--- src/rtl/ysyx_25030093_ifu_pkg.sv ---
// Shared types for the prefetching instruction fetch unit.
// FSM encodings and the queued fetch entry layout.
package ysyx_25030093_ifu_pkg;

  localparam int IFU_XLEN   = 32;
  localparam int INST_BYTES = 4;

  typedef enum logic [1:0] {
    S_IDLE = 2'd0,
    S_REQ  = 2'd1,
    S_WAIT = 2'd2
  } ifu_state_e;

  typedef struct packed {
    logic [IFU_XLEN-1:0] pc;
    logic [IFU_XLEN-1:0] inst;
    logic                err;
  } ifu_entry_t;

endpackage

--- src/rtl/ysyx_25030093_ifu_fifo.sv ---
// Synchronous FIFO with flush; head entry read straight from storage regs.
// Caller guarantees no push while full.
module ysyx_25030093_ifu_fifo #(
  parameter int WIDTH = 65,
  parameter int DEPTH = 4,
  localparam int AW = $clog2(DEPTH),
  localparam int CW = AW + 1
) (
  input  logic             clock,
  input  logic             reset,
  input  logic             push,
  input  logic             pop,
  input  logic             flush,
  input  logic [WIDTH-1:0] din,
  output logic [WIDTH-1:0] dout,
  output logic [CW-1:0]    count
);

  logic [WIDTH-1:0] r_mem [DEPTH];
  logic [AW-1:0]    r_wp;
  logic [AW-1:0]    r_rp;
  logic [CW-1:0]    r_cnt;
  logic             w_pop;

  assign w_pop = pop && (r_cnt != '0);
  assign dout  = r_mem[r_rp];
  assign count = r_cnt;

  always_ff @(posedge clock) begin
    if (reset) begin
      r_wp  <= '0;
      r_rp  <= '0;
      r_cnt <= '0;
      for (int i = 0; i < DEPTH; i++) begin
        r_mem[i] <= '0;
      end
    end else if (flush) begin
      r_wp  <= '0;
      r_rp  <= '0;
      r_cnt <= '0;
    end else begin
      if (push) begin
        r_mem[r_wp] <= din;
        r_wp        <= r_wp + AW'(1);
      end
      if (w_pop) begin
        r_rp <= r_rp + AW'(1);
      end
      r_cnt <= r_cnt + CW'(push) - CW'(w_pop);
    end
  end

endmodule

--- src/rtl/ysyx_25030093_ifu_prefetch.sv ---
// Sequential fetch engine feeding a prefetch queue toward IDU.
// One SimpleBus request in flight; redirects flush and drop stale data.
module ysyx_25030093_ifu_prefetch #(
  parameter int              XLEN     = 32,
  parameter int              DEPTH    = 4,
  parameter logic [XLEN-1:0] RESET_PC = 32'h8000_0000
) (
  input  logic            clock,
  input  logic            reset,
  input  logic            redirect_valid,
  input  logic [XLEN-1:0] redirect_pc,
  output logic            out_valid,
  input  logic            out_ready,
  output logic [XLEN-1:0] out_inst,
  output logic [XLEN-1:0] out_pc,
  output logic            out_err,
  output logic [XLEN-1:0] IFU_addr,
  output logic            IFU_reqValid,
  input  logic [XLEN-1:0] IFU_rdata,
  input  logic            IFU_respValid,
  input  logic            IFU_respErr
);

  import ysyx_25030093_ifu_pkg::*;

  localparam int CW = $clog2(DEPTH) + 1;

  ifu_state_e      r_state;
  ifu_state_e      w_next;
  logic [XLEN-1:0] r_fetch_pc;
  logic [XLEN-1:0] r_addr;
  logic            r_discard;
  logic            r_halted;

  logic [CW-1:0]   w_count;
  logic            w_credit;
  logic            w_resp;
  logic            w_push;
  logic            w_pop;
  logic            w_issue;
  ifu_entry_t      w_in;
  ifu_entry_t      w_head;

  assign w_credit =
    (int'(w_count) + int'(r_state != S_IDLE)) < DEPTH;
  assign w_resp  = (r_state == S_WAIT) && IFU_respValid;
  assign w_push  = w_resp && !r_discard && !redirect_valid;
  assign w_pop   = out_valid && out_ready;
  assign w_issue = (r_state == S_IDLE) && (w_next == S_REQ);

  assign w_in = '{pc: r_addr, inst: IFU_rdata, err: IFU_respErr};

  always_comb begin
    w_next = r_state;
    unique case (r_state)
      S_IDLE: begin
        if (w_credit && !r_halted && !redirect_valid) begin
          w_next = S_REQ;
        end
      end
      S_REQ:  w_next = S_WAIT;
      S_WAIT: begin
        if (IFU_respValid) begin
          w_next = S_IDLE;
        end
      end
      default: w_next = S_IDLE;
    endcase
  end

  always_ff @(posedge clock) begin
    if (reset) begin
      r_state    <= S_IDLE;
      r_fetch_pc <= RESET_PC;
      r_addr     <= '0;
      r_discard  <= 1'b0;
      r_halted   <= 1'b0;
    end else begin
      r_state <= w_next;
      if (redirect_valid) begin
        r_fetch_pc <= redirect_pc;
      end else if (w_issue) begin
        r_fetch_pc <= r_fetch_pc + XLEN'(INST_BYTES);
      end
      if (w_issue) begin
        r_addr <= r_fetch_pc;
      end
      // A response landing now consumes the in-flight request itself.
      if (w_resp) begin
        r_discard <= 1'b0;
      end else if (redirect_valid && (r_state != S_IDLE)) begin
        r_discard <= 1'b1;
      end
      if (redirect_valid) begin
        r_halted <= 1'b0;
      end else if (w_push && IFU_respErr) begin
        r_halted <= 1'b1;
      end
    end
  end

  ysyx_25030093_ifu_fifo #(
    .WIDTH ($bits(ifu_entry_t)),
    .DEPTH (DEPTH)
  ) u_fifo (
    .clock (clock),
    .reset (reset),
    .push  (w_push),
    .pop   (w_pop),
    .flush (redirect_valid),
    .din   (w_in),
    .dout  (w_head),
    .count (w_count)
  );

  assign out_valid    = (w_count != '0);
  assign out_pc       = w_head.pc;
  assign out_inst     = w_head.inst;
  assign out_err      = w_head.err;
  assign IFU_reqValid = (r_state == S_REQ);
  assign IFU_addr     = r_addr;

endmodule

--- config.mk ---
export PLATFORM = sky130hd
export DESIGN_NAME = ysyx_25030093_ifu_prefetch
export DESIGN_NICKNAME = d
export VERILOG_FILES = /design/src/rtl/ysyx_25030093_ifu_pkg.sv /design/src/rtl/ysyx_25030093_ifu_fifo.sv /design/src/rtl/ysyx_25030093_ifu_prefetch.sv
export SDC_FILE = /design/constraint.sdc
export NUM_CORES = 1
export LEC_CHECK = 0
export ABC_AREA = 1
export ABC_CLOCK_PERIOD_IN_PS = 14200
export CORE_ASPECT_RATIO = 0.5
export CORE_UTILIZATION = 55
export CTS_CLUSTER_SIZE = 25
export DETAILED_ROUTE_END_ITERATION = 7
export HOLD_SLACK_MARGIN = 0.12
export PLACE_DENSITY = 0.76
export SYNTH_ARGS = -nofsm -noshare
export SYNTH_HDL_FRONTEND = slang
export SYNTH_SLANG_ARGS = --single-unit
--- constraint.sdc ---
create_clock -name clock -period 14.2 [get_ports clock]
set_input_delay 4.26 -clock clock [delete_from_list [all_inputs] [get_ports clock]]
set_output_delay 4.26 -clock clock [all_outputs]
set_load 0.03 [all_outputs]
==> results.py <==
metrics = {
    "floorplanning": {
        "rows": 42,
        "die_y_um": 119,
        "io_pins": 169,
        "initial_utilization_pct": 56.5,
        "die_x_um": 236,
        "die-area_mm2": 0.0281,
        "core-area_mm2": 0.0266,
    },
    "synthesis": {
        "ys_seq_elements": 337,
        "synth-edff-count": 260,
        "syn_area_mm2": 0.0151,
        "synth_flop_cell": "edfxtp_1",
        "yosysWarnings": 0,
        "seq_area_frac_synth_pct": 62.1,
        "synth_cell_types": 41,
        "syn_inst": 1534,
        "synth_area_per_cell_um2": 9.82,
        "syn_nets": 1609,
        "async_flop_share_pct": 0,
    },
    "routing": {
        "avgViaCountPerCell": 5.77,
        "antenna_left": 0,
        "drt-pass1-iter-count": 8,
        "drt-wirelength-per-cell_um": 19.4,
        "num_vias": 11700,
        "drt_iter0_markers": 1355,
        "post-route-drc-count": 0,
        "wl_um": 39400,
    },
    "global_route": {
        "grt.overflow.total": 0,
        "grt.total_usage_pct": 28.0,
        "grt_max_degree": 75,
        "grt_pass1_vias": 11500,
        "grt_pass1_wl_um": 61300,
        "antenna_found_initial": 1,
    },
    "critical_path": {
        "cp_max_fo": 74,
        "critical_path.startpoint_type": "flop",
        "crit_path_end_kind": "output port",
        "critPathKind": "flop to output port",
        "crit_chain": "clkinv_2, buf_4, o21ai_0, o22ai_1, clkdlybuf4s50_1",
        "cp.required_ns": 9.94,
        "cp_slowest_stage_delay_ns": 0.77,
        "cp.arrival_ns": 3.88,
        "critPathBufInv": 3,
        "crit_family": "buffers and inverters",
        "cp_slowest_cell": "clkinv_2",
    },
    "clock_tree": {
        "cts_max_level": 1,
        "cts_tree": "yes",
        "clk_pin_slew_ns": 0.07,
        "cts.hold.buffers_added": 0,
        "clock-root-buffer": "clkbuf_16",
        "cts_setup_buffers": 0,
        "ctsResizeCount": 0,
        "cts_max_path_buffers": 3,
        "clk-insertion-delay-late_ns": 0.58,
        "clkSinkCount": 337,
        "cts_buffers": 30,
    },
    "job": {
        "maxCapViolations": 0,
    },
    "min_path": {
        "hold_class": "flop to flop",
    },
    "power": {
        "ir_worst_vdd_v": 0.0000922,
        "p_leak_nw": 6.38,
        "powerDensity_mw_per_mm2": 118,
        "total_power_mw": 2.10,
    },
    "final_layout": {
        "area_growth_pct": 18.0,
        "drive_gt1_share_pct": 7.76,
        "fin_nets": 1726,
        "final_core_util_pct": 66.7,
        "fillers": 2043,
    },
    "sta": {
        "rsz0062_at_grt": "no",
        "tns_ns": 0,
        "fmax_mhz": 123,
        "post-route-period-util_pct": 57.3,
        "relSlewSlack_pct": 19.3,
        "fin_ws_ns": 6.06,
        "slew_viol_final": 0,
        "tightest_slew_ns": 1.21,
        "hold_viol": 0,
        "layout_min_cycle_time_ns": 8.14,
        "finalSetupViolations": 0,
        "fin_worst_skew_ns": 0.0147,
    },
    "place": {
        "port-buffer-count": 168,
        "dpl.hpwl_um": 23500,
        "place_worst_setup_slack_ns": 6.70,
        "gp_routability_congestion": 0.911,
    },
    "status": {
        "status": "finished, final reports clean",
    },
}
==> registers in the layout, indices dropped and copies added (netlist names), named ones only <==
signal,flops
IFU_addr,32
r_discard,1
r_fetch_pc,32
r_halted,1
r_state,2
u_fifo.count,3
u_fifo.r_mem,260
u_fifo.r_rp,2
u_fifo.r_wp,2
==> Yosys cell counts, types with 4 or more instances <==
library cell	n	area (um2)
xor2_1	4	35.0
nand3_1	14	70.1
nor3_1	26	130
o21ai_0	172	861
nor2_1	383	1440
dfxtp_1	77	1540
nand3b_1	7	52.6
o22ai_1	69	432
a22oi_1	21	158
inv_2	7	26.3
buf_6	8	90.1
a21oi_1	44	220
nand2_1	138	518
xnor2_1	4	35.0
nor2_2	9	56.3
clkbuf_1	54	203
edfxtp_1	260	7810
nor3b_1	5	37.5
ha_1	4	50.1
nand2_2	7	43.8
nor2_4	20	225
buf_2	28	140
a211oi_1	4	30.0
nor3_2	20	200
a31oi_1	4	25.0
inv_1	126	473
==> through the flow <==
step	instances	area, um2	hold WS (ns)
2_1_floorplan	1534	15100	0.470
3_3_place_gp	1971	16900	0.491
3_5_place_dp	1971	16900	0.506
4_1_cts	2027	17800	0.517
5_1_grt	2027	17800	0.545
6_report	2028	17800	0.518
==> cells in the final DEF (no fill, tap or decap), types with 5 or more instances in the layout <==
| cell type | n |
|---|---|
| clkbuf_16 | 30 |
| nor2_4 | 20 |
| a22oi_1 | 21 |
| edfxtp_1 | 260 |
| clkbuf_1 | 7 |
| clkinv_2 | 10 |
| clkdlybuf4s50_1 | 168 |
| nor3b_1 | 5 |
| nor2_2 | 9 |
| inv_2 | 7 |
| nand2_1 | 133 |
| buf_4 | 11 |
| nand3_1 | 14 |
| a21oi_1 | 44 |
| o22ai_1 | 69 |
| dfxtp_1 | 75 |
| nand3b_1 | 7 |
| o21ai_0 | 171 |
| inv_1 | 124 |
| nor2_1 | 383 |
| nor3_1 | 26 |
| clkinv_1 | 7 |
| nand2_2 | 8 |
| nor3_2 | 20 |
==> cell families (layout without fill, tap and decap cells) <==
logic type / count (synthesis) / count (layout) / share of synthesized area, %
and+or+nand+nor: 634 / 634 / 18.8
adders and majority gates: 5 / 5 / 0.465
other: 0 / 1 / 0
AOI/OAI and AO/OA: 322 / 322 / 11.8
buffers and inverters: 228 / 369 / 6.36
DFF: 337 / 337 / 62.1
xor gates and xnor gates: 8 / 8 / 0.465
==> per-layer routing <==
layer  wire length (um)  track usage (%)
met5                  0                0
met4               1040             8.66
met3               3080             4.64
met2              18700             45.4
met1              16600             38.8
==> path summary, 6_finish.rpt <==
path                                      from             end  slack [ns]  cells after the start
worst max-delay path                      flop      out_pc[12]        6.06                      5
worst min-delay path            r_fetch_pc[21]  r_fetch_pc[21]        0.52                      2
worst max register to register      r_state[0]  r_fetch_pc[18]       11.41                      7
worst min register to register  r_fetch_pc[21]  r_fetch_pc[21]        0.52                      2
==> report_power, final <==
group          total [mW]  switching (mW)  internal [mW]
Clock               0.774           0.362          0.413
Sequential           1.13          0.0258           1.10
Combinational       0.202           0.132         0.0699
Total                2.10           0.520           1.58
==> final cells by class <==
cell class,count,area (um2),area share (%)
Sequential cell,337,9350,52.6
Inverter,134,507,2.85
Clock inverter,18,121,0.683
Antenna cell,1,2.50,0.0141
Tap cell,352,440,2.48
Clock buffer,38,791,4.45
Multi-Input combinational cell,969,4790,27.0
Timing Repair Buffer,179,1760,9.93
==> worst register-to-register path: stages (launching register included) <==
cell and delay, ns:
dfxtp_1 0.36, nor2_1 0.27, nand4_4 0.76, inv_2 0.66
nand2_1 0.26, inv_2 0.17, o21ai_0 0.10, o22ai_1 0.14
No activity file was read; power rests on OpenSTA's default activity.
